[config.mk]
export PLATFORM = sky130hd
export DESIGN_NAME = serial_subtractor
export DESIGN_NICKNAME = d
export VERILOG_FILES = /design/src/rtl/serial_subtractor.sv
export SDC_FILE = /design/constraint.sdc
export NUM_CORES = 1
export LEC_CHECK = 0
export ABC_CLOCK_PERIOD_IN_PS = 1800
export BUFFER_PORTS_ARGS = -buffer_cell sky130_fd_sc_hd__buf_2
export CAP_MARGIN = 20
export CORE_AREA = 2 2 56 85
export DETAILED_ROUTE_END_ITERATION = 8
export DIE_AREA = 0 0 58 87
export MAX_ROUTING_LAYER = met4
export PLACE_DENSITY = 0.69
export RECOVER_POWER = 25
export SYNTH_ARGS = -nofsm -noshare
export SYNTH_HDL_FRONTEND = slang
export SYNTH_SLANG_ARGS = --single-unit
[constraint.sdc]
create_clock -name clk -period 1.8 [get_ports clk]
set_clock_uncertainty 0.05 [all_clocks]
set_input_delay 0.18 -clock clk [delete_from_list [all_inputs] [get_ports clk]]
set_output_delay 0.18 -clock clk [all_outputs]
set_load 0.05 [all_outputs]
[src/rtl/serial_subtractor.sv]
// serial_subtractor: multi-cycle a - b - borrow_in, BITS_PER_CYCLE bits per clock, LSB slice first
// with a registered borrow between slices and a start/busy/done handshake.
module serial_subtractor #(
    parameter int WIDTH = 8,
    parameter int BITS_PER_CYCLE = 1
) (
    input  logic             clk,
    input  logic             rst,
    input  logic             start,
    input  logic [WIDTH-1:0] a,
    input  logic [WIDTH-1:0] b,
    input  logic             borrow_in,
    output logic             busy,
    output logic             done,
    output logic [WIDTH-1:0] diff,
    output logic             borrow_out,
    output logic             overflow
);
    localparam int BPC = BITS_PER_CYCLE;
    localparam int S = WIDTH / BPC;
    localparam int CW = S > 1 ? $clog2(S) : 1;

    if (WIDTH < 2 || WIDTH % BPC != 0) begin : g_bad_params
        $fatal(1, "serial_subtractor: BITS_PER_CYCLE must divide WIDTH and WIDTH must be >= 2");
    end

    typedef enum logic [1:0] {IDLE, RUN, DONE} state_t;

    state_t           state;
    logic [WIDTH-1:0] sa, sb, res, nres;
    logic [CW-1:0]    cnt;
    logic             brw, bout, bmsb;
    logic [BPC-1:0]   sd;

    // Ripple full-subtractor cells across one slice; returns {borrow out, borrow into slice MSB, diff bits}.
    function automatic logic [BPC+1:0] slice(input logic [BPC-1:0] x, input logic [BPC-1:0] y, input logic bi);
        logic [BPC-1:0] d;
        logic c, cm;
        c = bi;
        cm = bi;
        for (int i = 0; i < BPC; i++) begin
            cm = c;
            d[i] = x[i] ^ y[i] ^ c;
            c = (~x[i] & y[i]) | (~(x[i] ^ y[i]) & c);
        end
        return {c, cm, d};
    endfunction

    always_comb begin
        {bout, bmsb, sd} = slice(sa[BPC-1:0], sb[BPC-1:0], brw);
        nres = (WIDTH'(sd) << (WIDTH - BPC)) | (res >> BPC);
    end

    always_ff @(posedge clk or posedge rst) begin
        if (rst) begin
            state      <= IDLE;
            busy       <= 1'b0;
            done       <= 1'b0;
            diff       <= '0;
            borrow_out <= 1'b0;
            overflow   <= 1'b0;
            brw        <= 1'b0;
            cnt        <= '0;
            sa         <= '0;
            sb         <= '0;
            res        <= '0;
        end else begin
            case (state)
                RUN: begin
                    sa  <= sa >> BPC;
                    sb  <= sb >> BPC;
                    brw <= bout;
                    res <= nres;
                    cnt <= cnt + 1'b1;
                    if (cnt == CW'(S - 1)) begin
                        diff       <= nres;
                        borrow_out <= bout;
                        overflow   <= bmsb ^ bout;
                        done       <= 1'b1;
                        busy       <= 1'b0;
                        state      <= DONE;
                    end
                end
                default: begin
                    done <= 1'b0;
                    if (start) begin
                        sa    <= a;
                        sb    <= b;
                        brw   <= borrow_in;
                        cnt   <= '0;
                        busy  <= 1'b1;
                        state <= RUN;
                    end else begin
                        state <= IDLE;
                    end
                end
            endcase
        end
    end
endmodule

# [After elaboration in Yosys (flattened, before gate mapping)]
# Index checks and enable logic that the tools add are counted.
[totals] elab_cells=43 out_inout_bits=12 reg_bits=42 in_bits=20
[op_classes] mux=16 n_reduce_logical=3 addsub=1 n_eq_ne=3 bitwise=9
[ops] cell="two-way mux 8 bit" count=4
[ops] cell="two-way mux 1 bit" count=8
[ops] cell="OR 8 x 7 -> 8 bit" count=1
[ops] cell="two-way mux 3 bit" count=2
[ops] cell="two-way mux 2 bit" count=2
[ops] cell="AND reduction 2 bit" count=2
[ops] cell="adder 3 x 1 -> 3 bit, second input constant" count=1
[ops] cell="equality test 3 bit, second input constant" count=1
[ops] cell="bitwise XOR 1 bit" count=3
[ops] cell="bitwise AND 1 bit" count=2
[ops] cell="equality test 2 x 1 -> 1 bit, second input constant" count=1
[ops] cell="inequality test 2 bit, second input constant" count=1
[ops] cell="inverter 1 bit" count=2
[ops] cell="nonzero test 2 bit" count=1
[ops] cell="OR 1 bit" count=1

# [Logic depth before layout (Yosys ltp)]
# Gate-level depths: netlist of run 1.
[depth] ltp_word=5 ltp_mapped=5 ltp_nobuf=4

# [Worst setup path after synthesis of run 1]
# OpenSTA, ideal clock, no wires.
[synth_timing] path_kind="reg2reg" start="register done (netlist name)" end="register cnt[1]" setup_slack_ns=0.197 n_path_buf=2 stages_incl_launch_ff=5 required_ns=1.625 synth_period_minus_slack_ns=1.603 setup_time_ns=0.125 arrival_ns=1.428 path_cell_list="dfrtp_1 nand2b_1 buf_6 buf_6 mux2_4"
[synth_rtl] element="end signal, assigned" line="74" source="cnt <= cnt + 1'b1;"
[synth_rtl] element="end, declared" line="31" source="logic [CW-1:0] cnt;"

# [Worst setup path after layout of run 1]
[layout_timing] start="register cnt[0]" end="register diff[3]"
[layout_via] elab_chain_cells=2
[layout_rtl] element="equality test 3 bit" line="75" source="if (cnt == CW'(S - 1)) begin"
[layout_rtl] element="AND reduction 2 bit (no source line)"
[layout_rtl] element="end signal, assigned" line="76" source="diff <= nres;"
[layout_rtl] element="end, declared" line="15" source="output logic [WIDTH-1:0] diff,"
# Every way passes these cells.
# A chain may end at the register's enable or synchronous reset.

==> results of run 1 <==
[per-stage QoR]
stage | cells | hold slack, ps | worst slack, ps
after floorplan | 119 | 286 | 197
after global placement | 200 | 265 | 253
after detailed placement | 200 | 283 | 196
after CTS | 209 | 105 | 194
after global routing | 209 | 129 | 130
final | 209 | 107 | 207
[placed cells by master, fill, tap and decap left out, drive strengths merged]
| cell type | instances |
|---|---|
| inv | 5 |
| nand3b | 1 |
| a21oi | 1 |
| dfrtp | 40 |
| xnor2 | 1 |
| mux2 | 46 |
| nand2b | 3 |
| nor2 | 3 |
| ha | 2 |
| mux2i | 6 |
| bufinv | 1 |
| fa | 1 |
| o21a | 1 |
| buf | 36 |
| nor2b | 3 |
| dlygate4sd3 | 1 |
| clkbuf | 10 |
[registers in the layout (all words and copies together), names as in the netlist]
name        cells
done            1
cnt             3
res             7
diff            8
sa              8
bmsb            1
state           1
borrow_out      1
sb              8
busy            1
overflow        1
[routing by layer]
layer  routed length (um)  GRT usage
met5                    0          -
met4                   38     0.0444
met3                  137     0.0357
met2                 1680      0.222
met1                 1380      0.180
[where the power goes]
| group | internal, uW | leakage, uW | switching, uW |
|---|---|---|---|
| Combinational | 947 | 0.000567 | 971 |
| Clock | 489 | 0.0000645 | 300 |
| Sequential | 1310 | 0.000495 | 241 |
| Total | 2740 | 0.00113 | 1510 |
[cell families after synthesis]
group,synth area share
flops,0.533
buf+inv,0.0393
fa+ha+maj,0.0240
simple gates,0.0300
mux,0.362
compound gates,0.00667
xor+xnor,0.00467
[how the worst min path moves through the flow]
| stage | start | end | slack [ps] | depth (start not counted) |
|---|---|---|---|---|
| finish | a[7] | sa[7]$_DFFE_PP0P_ | 110 | 3 |
| detailed placement | rst | sa[6]$_DFFE_PP0P_ | 280 | 3 |
| floorplan | a[7] | sa[7]$_DFFE_PP0P_ | 290 | 2 |
| CTS | b[7] | sb[7]$_DFFE_PP0P_ | 110 | 3 |
| global route | b[7] | sb[7]$_DFFE_PP0P_ | 130 | 3 |
| global placement | rst | sa[6]$_DFFE_PP0P_ | 270 | 3 |
[layout make-up]
class	instances	share of cell area
clock inverters	1	0.0135
flip-flops and latches	40	0.449
inverters	5	0.00843
repair buffers	40	0.0983
multi-input cells	68	0.360
clock buffers	7	0.0433
well taps	48	0.0270
[tightest hold or removal path: cells and delay by family]
family                 cells  cell delay, ps
and+or+nand+nor            1              90
buffers and inverters      1              80
muxes                      1              50
[repair_timing]
action,4_1_cts,5_1_grt
resized for setup,0,0
endpoints found under the hold margin,40,0
hold buffers,1,0
==> impl_metrics.env, run 1 <==
export IMPL_status="finished clean"
export IMPL_synth_ff_type="dfrtp_1"
export IMPL_grt_pass1_wl_mm=5.26
export IMPL_grt_pass1_vias=1102
export IMPL_multiInputGateArea_sq_um=802
export IMPL_die_height_um=87
export IMPL_cp_endpoint="diff[3]$_DFFE_PP0P_"
export IMPL_drt_wl_total_mm=3.23
export IMPL_crit_chain="ha_1, ha_1, nand3b_1, buf_4, mux2_2"
export IMPL_tightest_slew_ps=1150
export IMPL_port_buffers=31
export IMPL_slew_headroom=0.231
export IMPL_reg2reg_from="cnt[0]$_DFFE_PP0P_"
export IMPL_tns_ps=0
export IMPL_crit_slowest_cell="dfrtp_1"
export IMPL_postCtsSetupBuffers=0
export IMPL_setup_violations=0
export IMPL_crit_type="register to register"
export IMPL_ys_seq_area_frac=0.533
export IMPL_cp_common_cell="ha_1"
export IMPL_antenna_found_initial=0
export IMPL_yosysWarnings=0
export IMPL_cts_tree="done"
export IMPL_areaGrowthSynthToFinish_pct=18.7
export IMPL_clk_pin_slew_ps=70
export IMPL_rsz0062_at_grt="false"
export IMPL_nets=183
export IMPL_routabilityCongestion=0.726
export IMPL_critPathMaxFanout=11
export IMPL_synth_area_leaders="dfrtp_1 53%, mux2_4 22%, mux2_2 11%, mux2i_1 3.2%, buf_6 2.4%"
export IMPL_coreArea_sq_um=4350
export IMPL_arrival_ps=1710
export IMPL_critPathRequiredTime_ps=1920
export IMPL_regArea_sq_um=1000
export IMPL_die_x_um=58
export IMPL_yosys_top_cells_count="40 x dfrtp_1, 27 x mux2_4, 19 x mux2_2, 6 x mux2i_1, 5 x inv_1"
export IMPL_clkSinkCount=40
export IMPL_postSynthAreaPerCell_sq_um=15.8
export IMPL_crit_buf_inv=1
export IMPL_cts_buffers=5
export IMPL_drive_gt1_frac=0.571
export IMPL_hold_path_class="primary input to register"
export IMPL_max_stage_delay_ps=410
export IMPL_synth_distinct_cells=16
export IMPL_first_iter_violations=38
export IMPL_vias_per_cell=4.96
export IMPL_grt_usage=0.142
export IMPL_peakVddDrop_mv=1.05
export IMPL_slew_viol_final=0
export IMPL_hold_violations=0
export IMPL_grt_max_degree=41
export IMPL_reg2reg_slack_ps=210
export IMPL_cp_depth=5
export IMPL_routedWlPerCell_um=15.5
export IMPL_post_route_util=0.511
export IMPL_rr_endpoint="diff[3]$_DFFE_PP0P_"
export IMPL_maxCapViolCount=0
export IMPL_reg2reg_depth=5
export IMPL_grt_overflow=0
export IMPL_dpl_instance_area_sq_um=2100
export IMPL_dp_hpwl_mm=2.28
export IMPL_num_fill_cells=392
export IMPL_via_count=1037
export IMPL_synthArstFlopShare=1.00
export IMPL_p_leak_uw=0.00113
export IMPL_syn_num_nets=142
export IMPL_synth_top_cell_area_share=0.533
export IMPL_io_pins=32
export IMPL_cts_max_level=2
export IMPL_ys_ff_latch=40
export IMPL_fp_row_count=30
export IMPL_ant_nets=0
export IMPL_powerDensity_nw_per_um2=1910
export IMPL_fin_crit_ps=1590
export IMPL_critPathCaptureType="register"
export IMPL_synthCells=119
export IMPL_synth_top_area_cell="dfrtp_1"
export IMPL_total_power_uw=4250
export IMPL_ctsLongestPathBuffers=2
export IMPL_crit_start="cnt[0]$_DFFE_PP0P_"
export IMPL_fin_area_sq_um=2230
export IMPL_drc_errors=0
export IMPL_crit_family="flip-flops"
export IMPL_initial_core_util=0.431
export IMPL_n_antenna_cell=0
export IMPL_clock_fmax_mhz=628
export IMPL_first_pass_iters=4
export IMPL_worstSkewPairLatency_ps=290
export IMPL_fin_crit_sh=0.885
export IMPL_cts_root_buf="clkbuf_8"
export IMPL_netlist_area_sq_um=1880
export IMPL_synth_most_common_cell="dfrtp_1"
export IMPL_synth_edf_count=0
export IMPL_start_kind="register"
export IMPL_die_area_sq_um=5050
(Power assumes the default switching activity.)
==> run 2: changes to the inputs <==
--- a/config.mk
+++ b/config.mk
@@ -11,6 +11,7 @@
 export CORE_AREA = 2 2 56 85
 export DETAILED_ROUTE_END_ITERATION = 8
 export DIE_AREA = 0 0 58 87
+export GPL_TIMING_DRIVEN = 0
 export MAX_ROUTING_LAYER = met4
 export PLACE_DENSITY = 0.69
 export RECOVER_POWER = 25
==> run 2 against run 1 <==
  * The run now ends with max-capacitance violations left
  * Global-route usage rose by 1.1 points
  * Die area did not move
  * Final cell count fell by 1.4%
  * Worst hold slack got worse by 23 ps
  * First-iteration DRC count fell by 58%
  * Sequential power barely moved
  * Count of clock-buffer cells in the layout fell by 1
  * Flip-flop and latch count did not move
  * Combinational power barely moved
  * Largest power group unchanged
==> impl_metrics.env, run 2 (same netlist as run 1, synthesis figures left out) <==
export IMPL_critPathMaxFanout=10
export IMPL_grt_overflow=0
export IMPL_die_area_sq_um=5050
export IMPL_p_int_uw=2550
export IMPL_fin_crit_ps=1730
export IMPL_final_common_cell="dfrtp_1"
export IMPL_crit_type="register to register"
export IMPL_areaGrowthSynthToFinish_pct=16.5
export IMPL_cts_buffers=5
export IMPL_crit_slowest_cell="dfrtp_1"
export IMPL_worstSkewPairLatency_ps=300
export IMPL_routedWlPerCell_um=15.3
export IMPL_peakVddDrop_mv=1.20
export IMPL_clk_pin_slew_ps=80
export IMPL_pwr_share_comb=0.470
export IMPL_crit_start="cnt[0]$_DFFE_PP0P_"
export IMPL_critPathRequiredTime_ps=1930
export IMPL_initial_core_util=0.431
export IMPL_p_sw_frac=0.371
export IMPL_slew_viol_final=0
export IMPL_first_pass_iters=2
export IMPL_coreArea_sq_um=4350
export IMPL_ctsLongestPathBuffers=2
export IMPL_rsz0062_at_grt="false"
export IMPL_drive_gt1_frac=0.576
export IMPL_reg_top3="diff: 8 flops, sa: 8 flops, sb: 8 flops"
export IMPL_final_cell_mix="40 x dfrtp_1, 32 x buf_2, 27 x mux2_4"
export IMPL_cp_common_cell="ha_1"
export IMPL_multiInputGateArea_sq_um=802
export IMPL_io_pins=32
export IMPL_setup_violations=0
export IMPL_antenna_found_initial=0
export IMPL_ant_nets=0
export IMPL_powerDensity_nw_per_um2=1850
export IMPL_cts_tree="done"
export IMPL_p_leak_uw=0.00111
export IMPL_grt_max_degree=41
export IMPL_postCtsSetupBuffers=0
export IMPL_drt_wl_total_mm=3.16
export IMPL_vias_per_cell=5.01
export IMPL_cts_max_level=2
export IMPL_grt_usage=0.153
export IMPL_nets=180
export IMPL_grt_pass1_vias=1152
export IMPL_slew_headroom=0.00550
export IMPL_worstHoldStart="b[7]"
export IMPL_p_sw_uw=1500
export IMPL_hold_violations=0
export IMPL_post_cts_resized=1
export IMPL_maxCapViolCount=1
export IMPL_n_antenna_cell=0
export IMPL_hold_buffers=0
export IMPL_reg2reg_from="cnt[0]$_DFFE_PP0P_"
export IMPL_tns_ps=0
export IMPL_regArea_sq_um=1000
export IMPL_power_share_clock=0.150
export IMPL_hold_path_class="primary input to register"
export IMPL_violations="max-capacitance violations"
export IMPL_dp_hpwl_mm=2.26
export IMPL_fp_row_count=30
export IMPL_arrival_ps=1860
export IMPL_die_x_um=58
export IMPL_worst_slack_ps=70.4
export IMPL_max_stage_delay_ps=410
export IMPL_clock_fmax_mhz=578
export IMPL_pre_cts_slack_ps=3.30
export IMPL_first_iter_violations=16
export IMPL_tightest_slew_ps=1490
export IMPL_via_count=1033
export IMPL_critPathCaptureType="register"
export IMPL_seqPwrFrac=0.380
export IMPL_port_buffers=31
export IMPL_status="finished, violations left"
export IMPL_grt_pass1_wl_mm=5.55
export IMPL_crit_chain="ha_1, ha_1, nand3b_1, buf_4, mux2_2"
export IMPL_fin_crit_sh=0.961
export IMPL_num_fill_cells=398
export IMPL_drc_errors=0
export IMPL_start_kind="register"
export IMPL_routabilityCongestion=0.686
export IMPL_die_height_um=87
export IMPL_cts_root_buf="clkbuf_8"
export IMPL_clkSinkCount=40
-- run 2: changes by cell type in the layout (fill, tap and decap cells not counted) --
cell	change
clkbuf_2	-2
dlygate4sd3_1	-1
buf_4	-5
buf_6	+4
clkbuf_1	-1
clkinv_2	+2
bufinv_16	-1
clkbuf_8	-1
buf_2	+2
-- run 2: worst paths after layout --
check	end	slack, ps	depth (start not counted)
worst max register to register	diff[2]$_DFFE_PP0P_	70	5
worst max-delay path	diff[2]$_DFFE_PP0P_	70	5
min in group asynchronous	sa[3]$_DFFE_PP0P_	260	2
worst min register to register	diff[5]$_DFFE_PP0P_	460	1
worst min-delay path	sb[7]$_DFFE_PP0P_	80	3
max in group asynchronous	diff[7]$_DFFE_PP0P_	550	2
-- run 2: per-layer routing --
layer  track usage  wire [um]  vias up
met5             -          0        -
met4        0.0761         76        0
met3        0.0416        144        7
met2         0.230       1570       25
met1         0.188       1370      518
li1              -          -      483
-- run 2: metrics by stage --
stage	cells	instance area (sq um)	hold WS, ps	util	power (uW)
2_1_floorplan	119	1880	286	-	3080
5_1_grt	206	2190	102	0.502	4320
3_5_place_dp	198	2090	340	0.480	3490
3_3_place_gp	198	2090	383	0.480	3400
6_report	206	2190	84.6	0.502	4050
4_1_cts	206	2190	16.5	0.502	4130
-- run 2: worst max-delay path, delay by kind of cell, from the launching register on --
kind	cells	cell delay, ps
and+or+nand+nor	1	150
muxes	1	350
adders and majority gates	2	430
buffers and inverters	1	220
DFF	1	410
-- run 2: layout make-up --
class | instances | area share
clock buffer | 6 | 0.0378
inverter | 5 | 0.00858
buffer | 6 | 0.0263
tap | 48 | 0.0275
multi-input combinational | 68 | 0.367
clock inverter | 2 | 0.00458
timing repair buffer | 31 | 0.0709
sequential | 40 | 0.458
-- run 2: power by group through the flow --
stage          sequential, uW  clock, uW  combinational [uW]
2_1_floorplan            1950          0                1130
3_3_place_gp             1530          0                1870
3_5_place_dp             1570          0                1930
4_1_cts                  1550        636                1950
5_1_grt                  1600        670                2060
6_report                 1540        608                1900
